`config.mk`:
```
export PLATFORM = sky130hd
export DESIGN_NAME = uart_rx_frame_assembler
export DESIGN_NICKNAME = d
export VERILOG_FILES = /design/src/rtl/uart_rx_frame_assembler_pkg.sv /design/src/rtl/uart_rx_byte.sv /design/src/rtl/uart_rx_frame_assembler.sv
export SDC_FILE = /design/constraint.sdc
export NUM_CORES = 1
export LEC_CHECK = 0
export ABC_AREA = 0
export CAP_MARGIN = 20
export CORE_MARGIN = 5
export CORE_UTILIZATION = 45
export CTS_BUF_LIST = sky130_fd_sc_hd__clkbuf_8
export DETAILED_ROUTE_END_ITERATION = 10
export HOLD_SLACK_MARGIN = 0.06
export PLACE_DENSITY = 0.71
export SLEW_MARGIN = 20
export SYNTH_ARGS = -nofsm -noshare
export SYNTH_HDL_FRONTEND = slang
export SYNTH_SLANG_ARGS = --single-unit
export TNS_END_PERCENT = 1
```
`constraint.sdc`:
```
create_clock -name clk -period 9.1 [get_ports clk]
set_clock_uncertainty 0.15 [all_clocks]
set_input_delay 1.82 -clock clk [delete_from_list [all_inputs] [get_ports clk]]
set_output_delay 1.82 -clock clk [all_outputs]
set_load 0.03 [all_outputs]
```
`src/rtl/uart_rx_frame_assembler_pkg.sv`:
```
// Shared UART receive constants, FSM state encoding and width helper for the
// frame assembler and its byte receiver.
package uart_rx_frame_assembler_pkg;

    localparam int DATA_BITS = 8;
    localparam int STOP_BITS = 1;

    typedef enum logic [2:0] {
        IDLE,
        START,
        DATA,
        STOP,
        WAIT_HIGH
    } rx_state_t;

    // Bits needed to hold values 0..value-1 (0 for value <= 1).
    function automatic int clog2(input int value);
        int result;
        result = 0;
        for (int i = 0; i < 31; i++) begin
            if ((1 << i) < value) begin
                result = i + 1;
            end
        end
        return result;
    endfunction

endpackage

```
`src/rtl/uart_rx_byte.sv`:
```
// 8N1 UART byte receiver: two-flop synchroniser, baud counter and the
// IDLE/START/DATA/STOP/WAIT_HIGH FSM; flags each accepted byte or bad stop bit.
module uart_rx_byte
    import uart_rx_frame_assembler_pkg::*;
#(
    parameter int CLKS_PER_BIT = 16
) (
    input  logic                 clk,
    input  logic                 reset,
    input  logic                 i_ser,
    output logic [DATA_BITS-1:0] o_byte_data,
    output logic                 o_byte_valid,
    output logic                 o_stop_err,
    output logic                 o_busy
);

    localparam int BAUD_W = clog2(CLKS_PER_BIT);
    localparam int BIT_W  = clog2(DATA_BITS);
    localparam logic [BAUD_W-1:0] BAUD_HALF = BAUD_W'(CLKS_PER_BIT / 2 - 1);
    localparam logic [BAUD_W-1:0] BAUD_FULL = BAUD_W'(CLKS_PER_BIT - 1);
    localparam logic [BIT_W-1:0]  DATA_LAST = BIT_W'(DATA_BITS - 1);
    localparam logic [BIT_W-1:0]  STOP_LAST = BIT_W'(STOP_BITS - 1);

    rx_state_t             r_state, w_state_next;
    logic                  r_sync1, r_rx;
    logic [BAUD_W-1:0]     r_baud, w_baud_next;
    logic [BIT_W-1:0]      r_bit, w_bit_next;
    logic [DATA_BITS-1:0]  r_shift, w_shift_next;

    // NOTE: sequential state uses non-blocking assignments so every flop samples pre-edge values.
    always_ff @(posedge clk or posedge reset) begin
        if (reset) begin
            r_sync1 <= 1'b1;
            r_rx    <= 1'b1;
            r_state <= IDLE;
            r_baud  <= '0;
            r_bit   <= '0;
            r_shift <= '0;
        end else begin
            r_sync1 <= i_ser;
            r_rx    <= r_sync1;
            r_state <= w_state_next;
            r_baud  <= w_baud_next;
            r_bit   <= w_bit_next;
            r_shift <= w_shift_next;
        end
    end

    // NOTE: every signal driven here is defaulted first, so no path infers a latch.
    always_comb begin
        w_state_next = r_state;
        w_baud_next  = r_baud;
        w_bit_next   = r_bit;
        w_shift_next = r_shift;
        o_byte_valid = 1'b0;
        o_stop_err   = 1'b0;
        case (r_state)
            IDLE: begin
                if (!r_rx) begin
                    w_state_next = START;
                    w_baud_next  = '0;
                end
            end
            START: begin
                if (r_baud == BAUD_HALF) begin
                    w_baud_next  = '0;
                    w_bit_next   = '0;
                    w_state_next = r_rx ? IDLE : DATA;
                end else begin
                    w_baud_next = r_baud + 1'b1;
                end
            end
            DATA: begin
                if (r_baud == BAUD_FULL) begin
                    w_baud_next  = '0;
                    w_shift_next = {r_rx, r_shift[DATA_BITS-1:1]};
                    if (r_bit == DATA_LAST) begin
                        w_bit_next   = '0;
                        w_state_next = STOP;
                    end else begin
                        w_bit_next = r_bit + 1'b1;
                    end
                end else begin
                    w_baud_next = r_baud + 1'b1;
                end
            end
            STOP: begin
                if (r_baud == BAUD_FULL) begin
                    w_baud_next = '0;
                    if (!r_rx) begin
                        o_stop_err   = 1'b1;
                        w_state_next = WAIT_HIGH;
                    end else if (r_bit == STOP_LAST) begin
                        o_byte_valid = 1'b1;
                        w_state_next = IDLE;
                    end else begin
                        w_bit_next = r_bit + 1'b1;
                    end
                end else begin
                    w_baud_next = r_baud + 1'b1;
                end
            end
            WAIT_HIGH: begin
                // A held-low line (break) must not look like a fresh start bit.
                if (r_rx) begin
                    w_state_next = IDLE;
                end
            end
            default: w_state_next = IDLE;
        endcase
    end

    assign o_byte_data = r_shift;
    assign o_busy      = (r_state != IDLE);

endmodule

```
`src/rtl/uart_rx_frame_assembler.sv`:
```
// Packs BYTES_TO_RECEIVE UART bytes into one frame bus with a one-cycle valid.
// Optional idle timeout for partial frames is enabled with macro RX_TIMEOUT_EN.
module uart_rx_frame_assembler
    import uart_rx_frame_assembler_pkg::*;
#(
    parameter int CLKS_PER_BIT     = 16,
    parameter int BYTES_TO_RECEIVE = 16,
    parameter int TIMEOUT_BITS     = 64
) (
    input  logic                          clk,
    input  logic                          reset,
    input  logic                          ser_in,
    output logic [BYTES_TO_RECEIVE*8-1:0] bus_SERDES,
    output logic                          valid_in,
    output logic                          busy,
    output logic                          frame_err
);

    localparam int FRAME_W = BYTES_TO_RECEIVE * DATA_BITS;
    localparam int CNT_W   = clog2(BYTES_TO_RECEIVE + 1);
    localparam logic [CNT_W-1:0] LAST_IDX = CNT_W'(BYTES_TO_RECEIVE - 1);

    logic [DATA_BITS-1:0] w_byte_data;
    logic                 w_byte_valid;
    logic                 w_stop_err;
    logic                 w_busy;
    logic                 w_timeout;
    logic [FRAME_W-1:0]   r_acc, w_acc_next;
    logic [CNT_W-1:0]     r_byte_cnt;
    logic [FRAME_W-1:0]   r_bus;
    logic                 r_valid;
    logic                 r_frame_err;

    uart_rx_byte #(
        .CLKS_PER_BIT(CLKS_PER_BIT)
    ) u_byte (
        .clk          (clk),
        .reset        (reset),
        .i_ser        (ser_in),
        .o_byte_data  (w_byte_data),
        .o_byte_valid (w_byte_valid),
        .o_stop_err   (w_stop_err),
        .o_busy       (w_busy)
    );

`ifdef RX_TIMEOUT_EN
    localparam int TIMEOUT_CYCLES = TIMEOUT_BITS * CLKS_PER_BIT;
    localparam int TO_W           = clog2(TIMEOUT_CYCLES + 1);

    logic [TO_W-1:0] r_idle_cnt;

    // Runs only while idle with a partial frame held; any start detection leaves IDLE and clears it.
    always_ff @(posedge clk or posedge reset) begin
        if (reset) begin
            r_idle_cnt <= '0;
        end else if (w_busy || (r_byte_cnt == '0) || w_timeout) begin
            r_idle_cnt <= '0;
        end else begin
            r_idle_cnt <= r_idle_cnt + 1'b1;
        end
    end

    assign w_timeout = !w_busy && (r_byte_cnt != '0) && (r_idle_cnt == TO_W'(TIMEOUT_CYCLES));
`else
    assign w_timeout = 1'b0;
`endif

    always_comb begin
        w_acc_next = r_acc;
        for (int k = 0; k < BYTES_TO_RECEIVE; k++) begin
            if (r_byte_cnt == CNT_W'(k)) begin
                w_acc_next[k*DATA_BITS +: DATA_BITS] = w_byte_data;
            end
        end
    end

    always_ff @(posedge clk or posedge reset) begin
        if (reset) begin
            r_acc       <= '0;
            r_byte_cnt  <= '0;
            r_bus       <= '0;
            r_valid     <= 1'b0;
            r_frame_err <= 1'b0;
        end else begin
            r_valid     <= 1'b0;
            r_frame_err <= 1'b0;
            if (w_stop_err || w_timeout) begin
                r_byte_cnt  <= '0;
                r_frame_err <= 1'b1;
            end else if (w_byte_valid) begin
                r_acc <= w_acc_next;
                if (r_byte_cnt == LAST_IDX) begin
                    r_bus      <= w_acc_next;
                    r_valid    <= 1'b1;
                    r_byte_cnt <= '0;
                end else begin
                    r_byte_cnt <= r_byte_cnt + 1'b1;
                end
            end
        end
    end

    assign bus_SERDES = r_bus;
    assign valid_in   = r_valid;
    assign busy       = w_busy;
    assign frame_err  = r_frame_err;

endmodule
```
### Word level (Yosys, flattened, before mapping)

Cells that the tools add are included.

* bits in registers: 283
* input bits: 3

* add/sub/neg operators: 3
* equal/unequal tests: 31
* muxes and demuxes: 51
* bitwise gates (word level): 1
* reductions and logical operators: 14

Operators with widths (count)
* two-way mux 8 bit: 16
* two-way mux 3 bit: 14
* == test 5 x 4 -> 1 bit (second input constant): 8
* == test 5 x 3 -> 1 bit (second input constant): 4
* two-way mux 5 bit: 3
* one-hot mux 3 bit (5 select lines): 1
* two-way mux 4 bit: 3
* inequality test 2 x 1 -> 1 bit (second input constant): 6
* one-hot mux 4 bit (3 select lines): 1
* two-way mux 1 bit: 11
* == test 5 x 2 -> 1 bit (second input constant): 2
* one-hot mux 3 bit (3 select lines): 1
* nonzero test 3 bit: 3
* AND reduction 7 bit: 1
* == test 3 x 2 -> 1 bit (second input constant): 2
* == test 3 bit (second input constant): 2
* logical NOT 3 bit: 2
* AND reduction 2 bit: 3
* AND reduction 6 bit: 1
* adder 5 x 1 -> 5 bit (second input constant): 1
* == test 5 x 1 -> 1 bit (second input constant): 1
* logical NOT 5 bit: 1
* adder 4 x 1 -> 4 bit (second input constant): 1
* == test 4 x 3 -> 1 bit (second input constant): 1
* 10 further kinds: 11

### Logic depth before layout (Yosys ltp)

* depth after elaboration: 7
* depth in mapped cells: 9

### Cells and area by module

A second synthesis with hierarchy kept.

* cells, all modules: 968
* area total of the unflattened synthesis: 11409.7 um^2

Modules (own cells, without submodules)
* uart_rx_frame_assembler: times used 1, cells an instance 877, area each 10329.9 um^2
* uart_rx_byte: times used 1, cells an instance 91, area each 1079.8 um^2

### Worst setup path after synthesis

Ideal clock, no wire load.

* path kind: register to output
* start: register u_byte.r_state[1]
* end: output port busy
* arrival time: 1059 ps
* required time: 7130 ps
* setup slack: 6071 ps
* cell stages (with the launch flop): 3
* path buffers: 1
* cell sequence: dfrtp_1 clkbuf_1 or3_1

* longest elaborated chain between the ends: 1

Ends and longest elaborated chain
* start, declared: line uart_rx_byte.sv:24 `rx_state_t r_state, w_state_next;`
* start signal, assigned: line uart_rx_byte.sv:42 `r_state <= w_state_next;`
* nonzero test 3 bit: line uart_rx_byte.sv:114 `assign o_busy = (r_state != IDLE);`
* end, declared: line uart_rx_frame_assembler.sv:15 `output logic busy,`

Every way passes these cells.

### Worst setup path after layout

Ends and elaborated chain as after synthesis.

==> impl_metrics.tcl <==
set metrics [dict create \
    tns_ns 0 \
    relSlewSlack 0.324 \
    layout-drive-gt1-share 0.192 \
    post-route-period-util 0.442 \
    r2r_setup_slack_ns 5.76 \
    finalHoldViolCount 0 \
    cts_tree "done" \
    first_pass_iters 5 \
    ys_ff_latch 275 \
    drv_slew 0 \
    max_freq_ghz 0.249 \
    synth_edf_count 0 \
    tightest_slew_ns 1.01 \
    htree_levels 2 \
    critPathMaxFanout 11 \
    synthFlopType "dfrtp_1" \
    numPortBuffers 133 \
    grt_max_degree 167 \
    critPathLaunchType "flip-flop" \
    ys_warn_count 0 \
    slowest_delay_ns 0.61 \
    crit_slowest_cell "clkdlybuf4s50_1" \
    antenna_found_initial 0 \
    via_count 7720 \
    core_area_um2 26700 \
    path_buf_inv 1 \
    final_cell_mix "273 x dfrtp_1, 133 x clkdlybuf4s50_1, 130 x nor2_1" \
    cts_setup_buffers 0 \
    period_minus_slack_ns 4.02 \
    critPathKind "flip-flop to output pin" \
    antenna_left 0 \
    max-vdd-ir-drop_mv 0.0820 \
    syn_area_um2 12100 \
    rsz0062_at_grt "no" \
    timing.rr.end "r_acc[42]" \
    die_w_um 174 \
    cpLargestDelayFamily "buffers and inverters" \
    synth.distinct_cells 47 \
    drc_errors 0 \
    fin_nets 1123 \
    grt_pass1_wl_um 43400 \
    insertion_delay_ns 0.53 \
    reg2regPathDepth 5 \
    grt.total_usage 0.174 \
    cp-end-kind "output pin" \
    maxCapViolations 0 \
    path_cells "or3_1 -> clkdlybuf4s50_1" \
    wl_per_cell_um 17.8 \
    wirelength_um 26500 \
    async_flop_share 1.00 \
    worstPathRequired_ns 7.13 \
    p_per_area_nw_per_um2 174 \
    avgSynthCellArea_um2 12.0 \
    synth_fp_nets 1015 \
    run_status "complete, no violations" \
    rows 60 \
    setup_viol 0 \
    cts_buffers 45 \
    ioPinCount 134 \
    postCtsHoldBufs 0 \
    power_mw 2.54 \
    dieArea_um2 30300 \
    grt_overflow 0 \
    synthCells 1004 \
    post_cts_resize_count 0 \
    vias_per_cell 5.20 \
    layout_commonest_cell "dfrtp_1" \
    drt_iter0_markers 370 \
    r2r-start "u_byte.r_baud[0]" \
    clock-root-buffer "clkbuf_8" \
    worst-endpoint-arrival_ns 2.05 \
    hp-start "u_byte.r_sync1" \
    holdPathEnd "u_byte.r_rx" \
    leakage_nw 6.83 \
    hold-path-cell-count 0 \
    grt_pass1_vias 7922 \
    die_h_um 174 \
    fill_cells 2316 \
    place.gp.congestion 0.823 \
    initial_core_util 0.453 \
    hpwl_um 16400 \
    area_delta_synth_final_pct 20.3 \
    diodes 0 \
    ys_seq_area_frac 0.569 \
    cts_sinks 275 \
    clk_pin_slew_ns 0.06 \
    clockBufferDepth 3 \
    hold_class "flip-flop to flip-flop" \
]
[report_power, final]
part | internal [mW] | total (mW) | switching (mW)
combinational | 0.0903 | 0.211 | 0.121
clock | 0.576 | 1.05 | 0.470
sequential | 1.25 | 1.28 | 0.0354
[flip-flops by register name (all words and copies together) (netlist names)]
signal / flops
u_byte.r_sync1: 1
valid_in: 1
u_byte.r_state: 3
u_byte.r_rx: 1
u_byte.r_baud: 4
u_byte.r_bit: 3
u_byte.o_byte_data: 8
r_acc: 120
bus_SERDES: 128
r_byte_cnt: 5
frame_err: 1
[area by class of cell]
cell class | count | area (µm²) | area share
inverter | 15 | 60.1 | 0.00413
timing repair buffer | 155 | 1530 | 0.105
tap | 341 | 427 | 0.0293
clock buffer | 59 | 812 | 0.0558
clock inverter | 20 | 80.1 | 0.00550
multi-input combinational | 620 | 4770 | 0.328
sequential | 275 | 6880 | 0.473
[logic make-up after synthesis]
group	after synthesis	share of synthesized area
AO/OA/AOI/OAI	153	0.0673
adder cells (fa/ha/maj)	8	0.00827
buffers and inverters	109	0.0426
flip-flops	275	0.569
multiplexers	251	0.228
AND/OR/NAND/NOR	208	0.0851
[cell usage after synthesis (2+ instances only)]
library cell	count	area [µm²]
nand4b_1	4	35.0
nor2_8	3	60.1
ha_1	8	100
nor2b_2	2	17.5
nor4b_1	4	35.0
buf_6	5	56.3
nand3_1	2	10.0
o21ai_0	14	70.1
dfstp_2	2	52.6
buf_1	10	37.5
nor2_1	130	488
a21oi_1	125	626
clkbuf_1	36	135
nand2_1	20	75.1
nand2b_1	3	18.8
a21o_1	2	15.0
nor4bb_1	4	40.0
mux2_2	90	1010
nor2b_4	3	41.3
mux2i_1	121	1210
buf_2	41	205
inv_1	15	56.3
mux2_1	19	214
a22o_1	4	35.0
nor3b_1	2	15.0
nor3_1	9	45.0
mux2_4	21	315
nor2b_1	10	62.6
nand3b_1	3	22.5
or3_1	3	18.8
dfrtp_1	273	6830
[per-stage QoR]
| stage | utilization | cells | worst slack (ns) | area, µm² | hold slack, ns |
|---|---|---|---|---|---|
| 2_1_floorplan | - | 1004 | 3.49 | 12100 | 0.195 |
| 3_3_place_gp | 0.510 | 1405 | 5.07 | 13600 | 0.203 |
| 3_5_place_dp | 0.510 | 1405 | 5.06 | 13600 | 0.203 |
| 4_1_cts | 0.544 | 1484 | 5.04 | 14500 | 0.209 |
| 5_1_grt | 0.545 | 1485 | 5.00 | 14600 | 0.217 |
| 6_report | 0.545 | 1485 | 5.08 | 14600 | 0.209 |
[worst max path at each step]
stage / from / endpoint / slack (ns) / cells past startpoint
after global routing: u_byte.r_state[1] / busy / 5.00 / 2
after floorplan: reset / bus_SERDES[0] / 3.49 / 1
after global placement: reset / bus_SERDES[53] / 5.07 / 3
after CTS: u_byte.r_state[1] / busy / 5.04 / 2
final: u_byte.r_state[1] / busy / 5.08 / 2
after detailed placement: reset / bus_SERDES[37] / 5.06 / 3
[metal layers]
metal / share of wire / vias up / GRT usage / wire, µm
li1: - / 3657 / - / -
met1: 0.49 / 3862 / 0.261 / 12900
met2: 0.46 / 171 / 0.266 / 12100
met3: 0.042 / 30 / 0.0335 / 1120
met4: 0.012 / 0 / 0.0356 / 320
met5: 0 / - / 0 / 0
(Power assumes the default switching activity.)
